File: src/rtl/cmd_pkg.sv
// Constants shared by both ends of the heater command link so the
// transmitter and the command-processing block cannot drift apart.
package cmd_pkg;

  localparam int CMD_W = 16;
  localparam int VAL_W = 14;

  localparam logic [1:0] OP_SP = 2'b00;
  localparam logic [1:0] OP_KP = 2'b01;
  localparam logic [1:0] OP_KI = 2'b10;
  localparam logic [1:0] OP_KD = 2'b11;

  localparam logic [VAL_W-1:0] SP_MIN = 14'd3520;
  localparam logic [VAL_W-1:0] SP_MAX = 14'd12800;

  typedef enum logic {
    IDLE,
    SEND
  } state_t;

  function automatic logic [VAL_W-1:0] clamp_sp(input logic [VAL_W-1:0] value);
    if (value < SP_MIN) return SP_MIN;
    if (value > SP_MAX) return SP_MAX;
    return value;
  endfunction

  // Field index doubles as opcode; lower indices win.
  function automatic logic [1:0] lowest_idx(input logic [3:0] pend);
    if (pend[0]) return OP_SP;
    if (pend[1]) return OP_KP;
    if (pend[2]) return OP_KI;
    return OP_KD;
  endfunction

endpackage

File: src/rtl/command_issuer.sv
// Heater command transmitter: captures setpoint and PID gains, sends changed
// fields as {opcode, value} words over valid/ready, and refreshes them when idle.
//
//   state | meaning
//   IDLE  | no word on the link; launches lowest pending field, counts refresh
//   SEND  | COMMAND/CMD_VALID held until handshake; chains pending words
module command_issuer
  import cmd_pkg::*;
#(
  parameter int REFRESH_CYCLES = 1000
) (
  input  logic             CLK,
  input  logic             RST,
  input  logic             LOAD,
  input  logic [VAL_W-1:0] SP_IN,
  input  logic [VAL_W-1:0] KP_IN,
  input  logic [VAL_W-1:0] KI_IN,
  input  logic [VAL_W-1:0] KD_IN,
  output logic [CMD_W-1:0] COMMAND,
  output logic             CMD_VALID,
  input  logic             CMD_READY,
  output logic             BUSY,
  output logic             CLAMPED
);

  localparam int CNT_W = (REFRESH_CYCLES > 2) ? $clog2(REFRESH_CYCLES) : 1;
  localparam logic [CNT_W-1:0] REF_TC = CNT_W'((REFRESH_CYCLES > 0) ? REFRESH_CYCLES - 1 : 0);

  state_t           state, state_nxt;
  logic [VAL_W-1:0] shadow [4];
  logic [VAL_W-1:0] shadow_nxt [4];
  logic [VAL_W-1:0] sent [4];
  logic [VAL_W-1:0] sent_nxt [4];
  logic [VAL_W-1:0] load_val [4];
  logic [3:0]       pending, pending_nxt;
  logic [CNT_W-1:0] ref_cnt, ref_cnt_nxt;
  logic [CMD_W-1:0] command_nxt;
  logic             cmd_valid_nxt;
  logic             clamped_nxt;
  logic             handshake;
  logic             launch;
  logic [1:0]       launch_idx;
  logic [1:0]       cur_idx;
  logic [VAL_W-1:0] sp_clamped;

  assign sp_clamped  = clamp_sp(SP_IN);
  assign load_val[0] = sp_clamped;
  assign load_val[1] = KP_IN;
  assign load_val[2] = KI_IN;
  assign load_val[3] = KD_IN;

  assign handshake = CMD_VALID & CMD_READY;
  assign cur_idx   = COMMAND[CMD_W-1:VAL_W];
  assign BUSY      = CMD_VALID | (pending != 4'b0000);

  always_comb begin
    state_nxt     = state;
    shadow_nxt    = shadow;
    sent_nxt      = sent;
    pending_nxt   = pending;
    ref_cnt_nxt   = '0;
    command_nxt   = COMMAND;
    cmd_valid_nxt = CMD_VALID;
    clamped_nxt   = LOAD & (sp_clamped != SP_IN);
    launch        = 1'b0;
    launch_idx    = 2'd0;

    // Commit the launched value; keep the field pending if it moved in flight.
    if (handshake) begin
      sent_nxt[cur_idx]    = COMMAND[VAL_W-1:0];
      pending_nxt[cur_idx] = (shadow[cur_idx] != COMMAND[VAL_W-1:0]);
    end

    case (state)
      IDLE: launch = |pending;
      SEND: begin
        if (handshake) begin
          launch = |pending_nxt;
          if (!launch) begin
            state_nxt     = IDLE;
            cmd_valid_nxt = 1'b0;
          end
        end
      end
      default: state_nxt = IDLE;
    endcase

    if (launch) begin
      launch_idx    = lowest_idx(pending_nxt);
      command_nxt   = {launch_idx, shadow[launch_idx]};
      cmd_valid_nxt = 1'b1;
      state_nxt     = SEND;
    end

    // LOAD is judged against sent after this edge's handshake commit.
    if (LOAD) begin
      for (int i = 0; i < 4; i++) begin
        shadow_nxt[i] = load_val[i];
        if (load_val[i] != sent_nxt[i]) begin
          pending_nxt[i] = 1'b1;
        end else if (!(cmd_valid_nxt && (command_nxt[CMD_W-1:VAL_W] == 2'(i)))) begin
          pending_nxt[i] = 1'b0;
        end
      end
    end else if ((REFRESH_CYCLES != 0) && (state == IDLE) && (pending == 4'b0000)) begin
      if (ref_cnt == REF_TC) begin
        pending_nxt = 4'b1111;
      end else begin
        ref_cnt_nxt = ref_cnt + CNT_W'(1);
      end
    end
  end

  always_ff @(posedge CLK) begin
    if (RST) begin
      state     <= IDLE;
      pending   <= 4'b1111;
      ref_cnt   <= '0;
      COMMAND   <= '0;
      CMD_VALID <= 1'b0;
      CLAMPED   <= 1'b0;
      shadow[0] <= SP_MIN;
      sent[0]   <= SP_MIN;
      for (int i = 1; i < 4; i++) begin
        shadow[i] <= '0;
        sent[i]   <= '0;
      end
    end else begin
      state     <= state_nxt;
      pending   <= pending_nxt;
      ref_cnt   <= ref_cnt_nxt;
      COMMAND   <= command_nxt;
      CMD_VALID <= cmd_valid_nxt;
      CLAMPED   <= clamped_nxt;
      shadow    <= shadow_nxt;
      sent      <= sent_nxt;
    end
  end

endmodule

File: config.mk
export PLATFORM = sky130hd
export DESIGN_NAME = command_issuer
export DESIGN_NICKNAME = d
export VERILOG_FILES = /design/src/rtl/cmd_pkg.sv /design/src/rtl/command_issuer.sv
export SDC_FILE = /design/constraint.sdc
export NUM_CORES = 1
export LEC_CHECK = 0
export ABC_AREA = 1
export CORE_MARGIN = 5
export CORE_UTILIZATION = 40
export CTS_CLUSTER_DIAMETER = 150
export CTS_CLUSTER_SIZE = 10
export DETAILED_ROUTE_END_ITERATION = 16
export PLACE_DENSITY = 0.65
export REMOVE_ABC_BUFFERS = 1
export SLEW_MARGIN = 20
export SYNTH_ARGS = -nofsm -noshare
export SYNTH_HDL_FRONTEND = slang
export SYNTH_SLANG_ARGS = --single-unit
File: constraint.sdc
create_clock -name CLK -period 3 [get_ports CLK]
set_input_delay 0.9 -clock CLK [delete_from_list [all_inputs] [get_ports CLK]]
set_output_delay 0.9 -clock CLK [all_outputs]
set_load 0.01 [all_outputs]
Word-level counts from Yosys, hierarchy flattened
Cells that the tools add are included.
- flip-flop bits (word level): 145
- word-level logic and storage cells: 112
- $add $sub $neg: 1
- magnitude comparators: 7
- eq/ne operators: 10
- multiplexer cells: 59
- bitwise operators: 7
- reduce and logical (&&, ||, !) cells: 13
- operators with widths (operator ; number):
    $mux W14 ; 9
    $ne A14 B14 Y1 ; 6
    $bmux W14 S2 ; 2
    $bwmux W56 ; 1
    $mux W56 ; 1
    $mux W1 ; 30
    $demux W14 S2 ; 1
    $mux W16 ; 1
    $mux W4 ; 4
    $gt A14 B14 Y1 const B ; 1
    $lt A14 B12 Y1 const B ; 1
    $mux W2 ; 7
    $reduce_or A4 Y1 ; 3
    $add A10 B1 Y10 const B ; 1
    $eq A10 B10 Y1 const B ; 1
    $logic_and A1 B1 Y1 ; 7
    $ge A3 B3 Y1 const B ; 2
    $not A2 Y3 ; 2
    $bwmux W4 ; 1
    $eq A2 B2 Y1 const B ; 2
    $logic_not A4 Y1 ; 1
    $reduce_bool A4 Y1 ; 1
    $lt A2 B3 Y1 const B ; 1
    $lt A3 B1 Y1 const B ; 1
    8 further kinds ; 10

Longest topological paths before layout
- depth in word-level cells: 30
- depth in mapped cells: 25

Worst setup path before layout
Ideal clock, no wire load.
- path type: in2reg
- from: in CMD_READY
- to: reg pending[2]
- library setup time: 0.116 ns
- data arrival time: 2.532 ns
- required time: 2.884 ns
- path slack: 0.352 ns
- cell stages on the path: 11
- buffers on the path: 2
- cells stage by stage: nand2_1 nor2_1 clkbuf_1 clkbuf_1 o21ai_0 a211oi_1 nand3b_1 nor4_1 nand2_1 nand2_1 nand2_1
- word-level cells in the longest chain between the ends: 16
- ends and longest elaborated chain (element ; line ; text):
    start: declaration ; command_issuer.sv:21 ; input logic CMD_READY,
    $and A1 B1 Y1 * ; command_issuer.sv:52 ; assign handshake = CMD_VALID & CMD_READY;
    $mux W4 ; command_issuer.sv:69 ; if (handshake) begin
    $mux W1 (2 in a row) ; cmd_pkg.sv:31 ; if (pend[2]) return OP_KI;
    $mux W1 ; cmd_pkg.sv:30 ; if (pend[1]) return OP_KP;
    $mux W1 ; command_issuer.sv:88 ; if (launch) begin
    $mux W2 ; cmd_pkg.sv:32 ; return OP_KD;
    $mux W2 ; cmd_pkg.sv:31 ;
    $mux W2 ; cmd_pkg.sv:30 ;
    $mux W2 ; command_issuer.sv:88 ;
    $mux W16 ; command_issuer.sv:88 ;
    $eq A2 B2 Y1 ; command_issuer.sv:101 ; end else if (!(cmd_valid_nxt && (command_nxt[CMD_W-1:VAL_W] == 2'(i)))) begin
    $logic_and A1 B1 Y1 ; command_issuer.sv:101 ;
    $mux W1 ; command_issuer.sv:101 ;
    $mux W1 ; command_issuer.sv:99 ; if (load_val[i] != sent_nxt[i]) begin
    $mux W4 * ; command_issuer.sv:96 ; if (LOAD) begin
    end signal: assignment ; command_issuer.sv:130 ; pending <= pending_nxt;
    end: declaration ; command_issuer.sv:35 ; logic [3:0] pending, pending_nxt;
Every way passes the cells marked *; elsewhere a longest branch is shown, timed or not. The select of a mux whose other input is x is not followed.
A chain may end at the register's enable or synchronous reset.

Worst setup path after layout
- from: in CMD_READY
- to: reg pending[3]
Same word-level chain as after synthesis.

==> impl_metrics.tcl <==
set metrics [dict create \
    detail_route.drc_violations 0 \
    grt_setup_unrepaired "yes" \
    clock_pin_slew_on_the_worst_setup_and_hold_paths_ps 60 \
    worst_ir_drop_vdd_uv 432 \
    relSlewSlack_pct 62.4 \
    static-leakage-power_nw 4.18 \
    share_of_the_clock_period_used_by_the_worst_path_pct 92.0 \
    yosys_most_used_dff "dfxtp_1" \
    synth.top_cell.area_share_pct 40.5 \
    core_ar_mm2 0.0178 \
    critPathCaptureType "flip-flop" \
    port_buffers 78 \
    synth.top_cells.by_area "dfxtp_1, nand2_1, o21ai_0" \
    detailed_place_hpwl_um 16700 \
    critPathLaunchType "primary input" \
    worst_min_path_class "flip-flop to flip-flop" \
    critical_path.max_fanout 10 \
    clock-root-buffer "clkbuf_16" \
    cts.hold.buffers_added 0 \
    timing.clock.skew_ps 6.15 \
    hold_violations 0 \
    status "completed" \
    max_slew.worst_pin.slew_ps 560 \
    antenna_found_initial 0 \
    cts_setup_buffers 0 \
    crit_arrival_ps 3080 \
    ys_seq_elements 145 \
    drt_wl_total_um 22300 \
    final.fill_count 1715 \
    worst-r2r-cell-count 17 \
    initial_utilization_pct 40.3 \
    post_route_setup_slack_ps 240 \
    layout.cells.most_common_list "nand2_1, o21ai_0, dfxtp_1, buf_4, nor2_1" \
    finalSetupViolCount 0 \
    layout.cells.most_common "nand2_1" \
    asyncSetResetFlopFracSynth_pct 0 \
    gpl.final_weighted_congestion 0.910 \
    numCtsBuffers 17 \
    detail_route.first_pass.iterations 5 \
    globalRouteTotalUtil_pct 21.5 \
    cts_tree "built" \
    floorplan.rows 49 \
    pin_count 79 \
    route.detailed.vias_per_inst 4.95 \
    synth_cells 1072 \
    detailedPlace.worstSlack_ps -410 \
    antenna_violating_nets_post_route 0 \
    maxClockFrequency_mhz 362 \
    max_capacitance_violation_count 0 \
    grt_pass1_vias 6805 \
    synth-edff-count 0 \
    via_count 7320 \
    critical_path_class "primary input to flip-flop" \
    grt_max_degree 42 \
    clock_latency_on_the_worst_skew_pair_ps 420 \
    synth_top_area_cell "dfxtp_1" \
    slew_viol_final 0 \
    whs_ps 447 \
    routedWlPerCell_um 15.1 \
    post_synth.cell_area_avg_um2 6.68 \
    drt_first_iter_violations 603 \
    synth_sequential_area_ratio_pct 40.5 \
    diodes 0 \
    clock_sink_count 145 \
    hold_path_depth 1 \
    post-route-min-period_ps 2760 \
    synth-warning-count 0 \
    die_width_um 144 \
    area_growth_pct 35.3 \
    critical_path_required_ps 3320 \
    final_net_count 1300 \
    grt_overflow 0 \
    grt_pass1_wl_um 34800 \
    cts.repair.resized 0 \
    post_route_cells_drive_above_1_share_pct 15.3 \
    mappedNetlistArea_mm2 0.00716 \
    power_density_mw_per_mm2 547 \
    ys_types 34 \
    die_area_mm2 0.0207 \
    h_tree_depth 4 \
    vertical_die_dimension_um 144 \
    clockBufferDepth 2 \
]
[cells in the mapped netlist, types with 2 or more instances]
cell      number
o21ai_0      151
nand4_1        5
a22oi_1        2
buf_6          3
clkbuf_1      34
or2_2         10
buf_2         10
xnor2_1        4
a22o_1         5
o21ai_1       19
xor2_1        36
a21oi_1       23
nand3_1       38
inv_1        110
nor2_2         2
nor2_1       117
inv_2          2
a31oi_1       14
nand2_2        5
nor3b_1        3
o22ai_1       16
nor4_1         7
nand3b_1       2
nor3_1         4
a211oi_1       3
dfxtp_1      145
nand2_1      295
[per-stage QoR]
step           setup TNS, ps  std cells  power (mW)  cell area [µm²]  utilization [%]
2_1_floorplan         -13170       1024        2.52             6940                -
3_3_place_gp           -4070       1448        2.96             8930             50.2
3_5_place_dp           -3660       1448        2.97             8930             50.2
4_1_cts                    0       1479        5.29             9580             53.9
5_1_grt                -28.7       1480        5.50             9690             54.5
6_report                   0       1480        5.30             9690             54.5
[critical path, stage by stage]
cell,delay [ps]
clkdlybuf4s50_1,480
nand2_2,90
buf_4,150
nor2_2,180
buf_6,180
nand2_1,60
o21ai_0,160
nor2_1,80
nor3_1,210
nand3_1,140
nor4b_2,280
nand2_1,80
nand2_1,50
nand2_1,50
[state kept, by name, summed over array words and instances, names as in the netlist]
name	cells
CLAMPED	1
CMD_VALID	1
COMMAND	16
pending	4
ref_cnt	10
sent	56
shadow	56
state	1
[path summary, 6_finish.rpt]
path / startpoint / slack, ps / to
max: CMD_READY / 240 / pending[3]
min: ref_cnt[0] / 450 / ref_cnt[0]
max reg2reg: COMMAND[14] / 310 / COMMAND[2]
min reg2reg: ref_cnt[0] / 450 / ref_cnt[0]
[report_power, final]
part	leakage [nW]	total (mW)	switching [mW]	internal (mW)
clock network	0.325	2.34	0.805	1.53
logic	2.66	0.881	0.494	0.387
registers	1.19	2.09	0.0652	2.02
[cell families (layout without fill, tap and decap cells)]
group | count (synthesis) | after routing | synth area share [%]
fa+ha+maj | 1 | 1 | 0.175
buf+inv | 160 | 339 | 8.93
compound gates | 237 | 237 | 17.8
xor+xnor | 40 | 40 | 4.89
flops | 145 | 145 | 40.5
simple gates | 489 | 489 | 27.7
[routing by layer]
metal	vias up	track usage (%)	wire length, µm
met3	19	3.79	1170
met2	196	36.2	10600
li1	3794	-	-
met1	3311	28.6	10300
met5	-	0	0
met4	0	5.20	246
[layout make-up]
type	count	area [µm²]	share of cell area (%)
Multi-Input combinational cell	767	3710	38.3
Inverter	112	423	4.36
Clock buffer	20	467	4.82
Timing Repair Buffer	196	1720	17.7
Tap cell	229	287	2.96
Clock inverter	11	184	1.90
Sequential cell	145	2900	30.0
(Power assumes the default switching activity.)
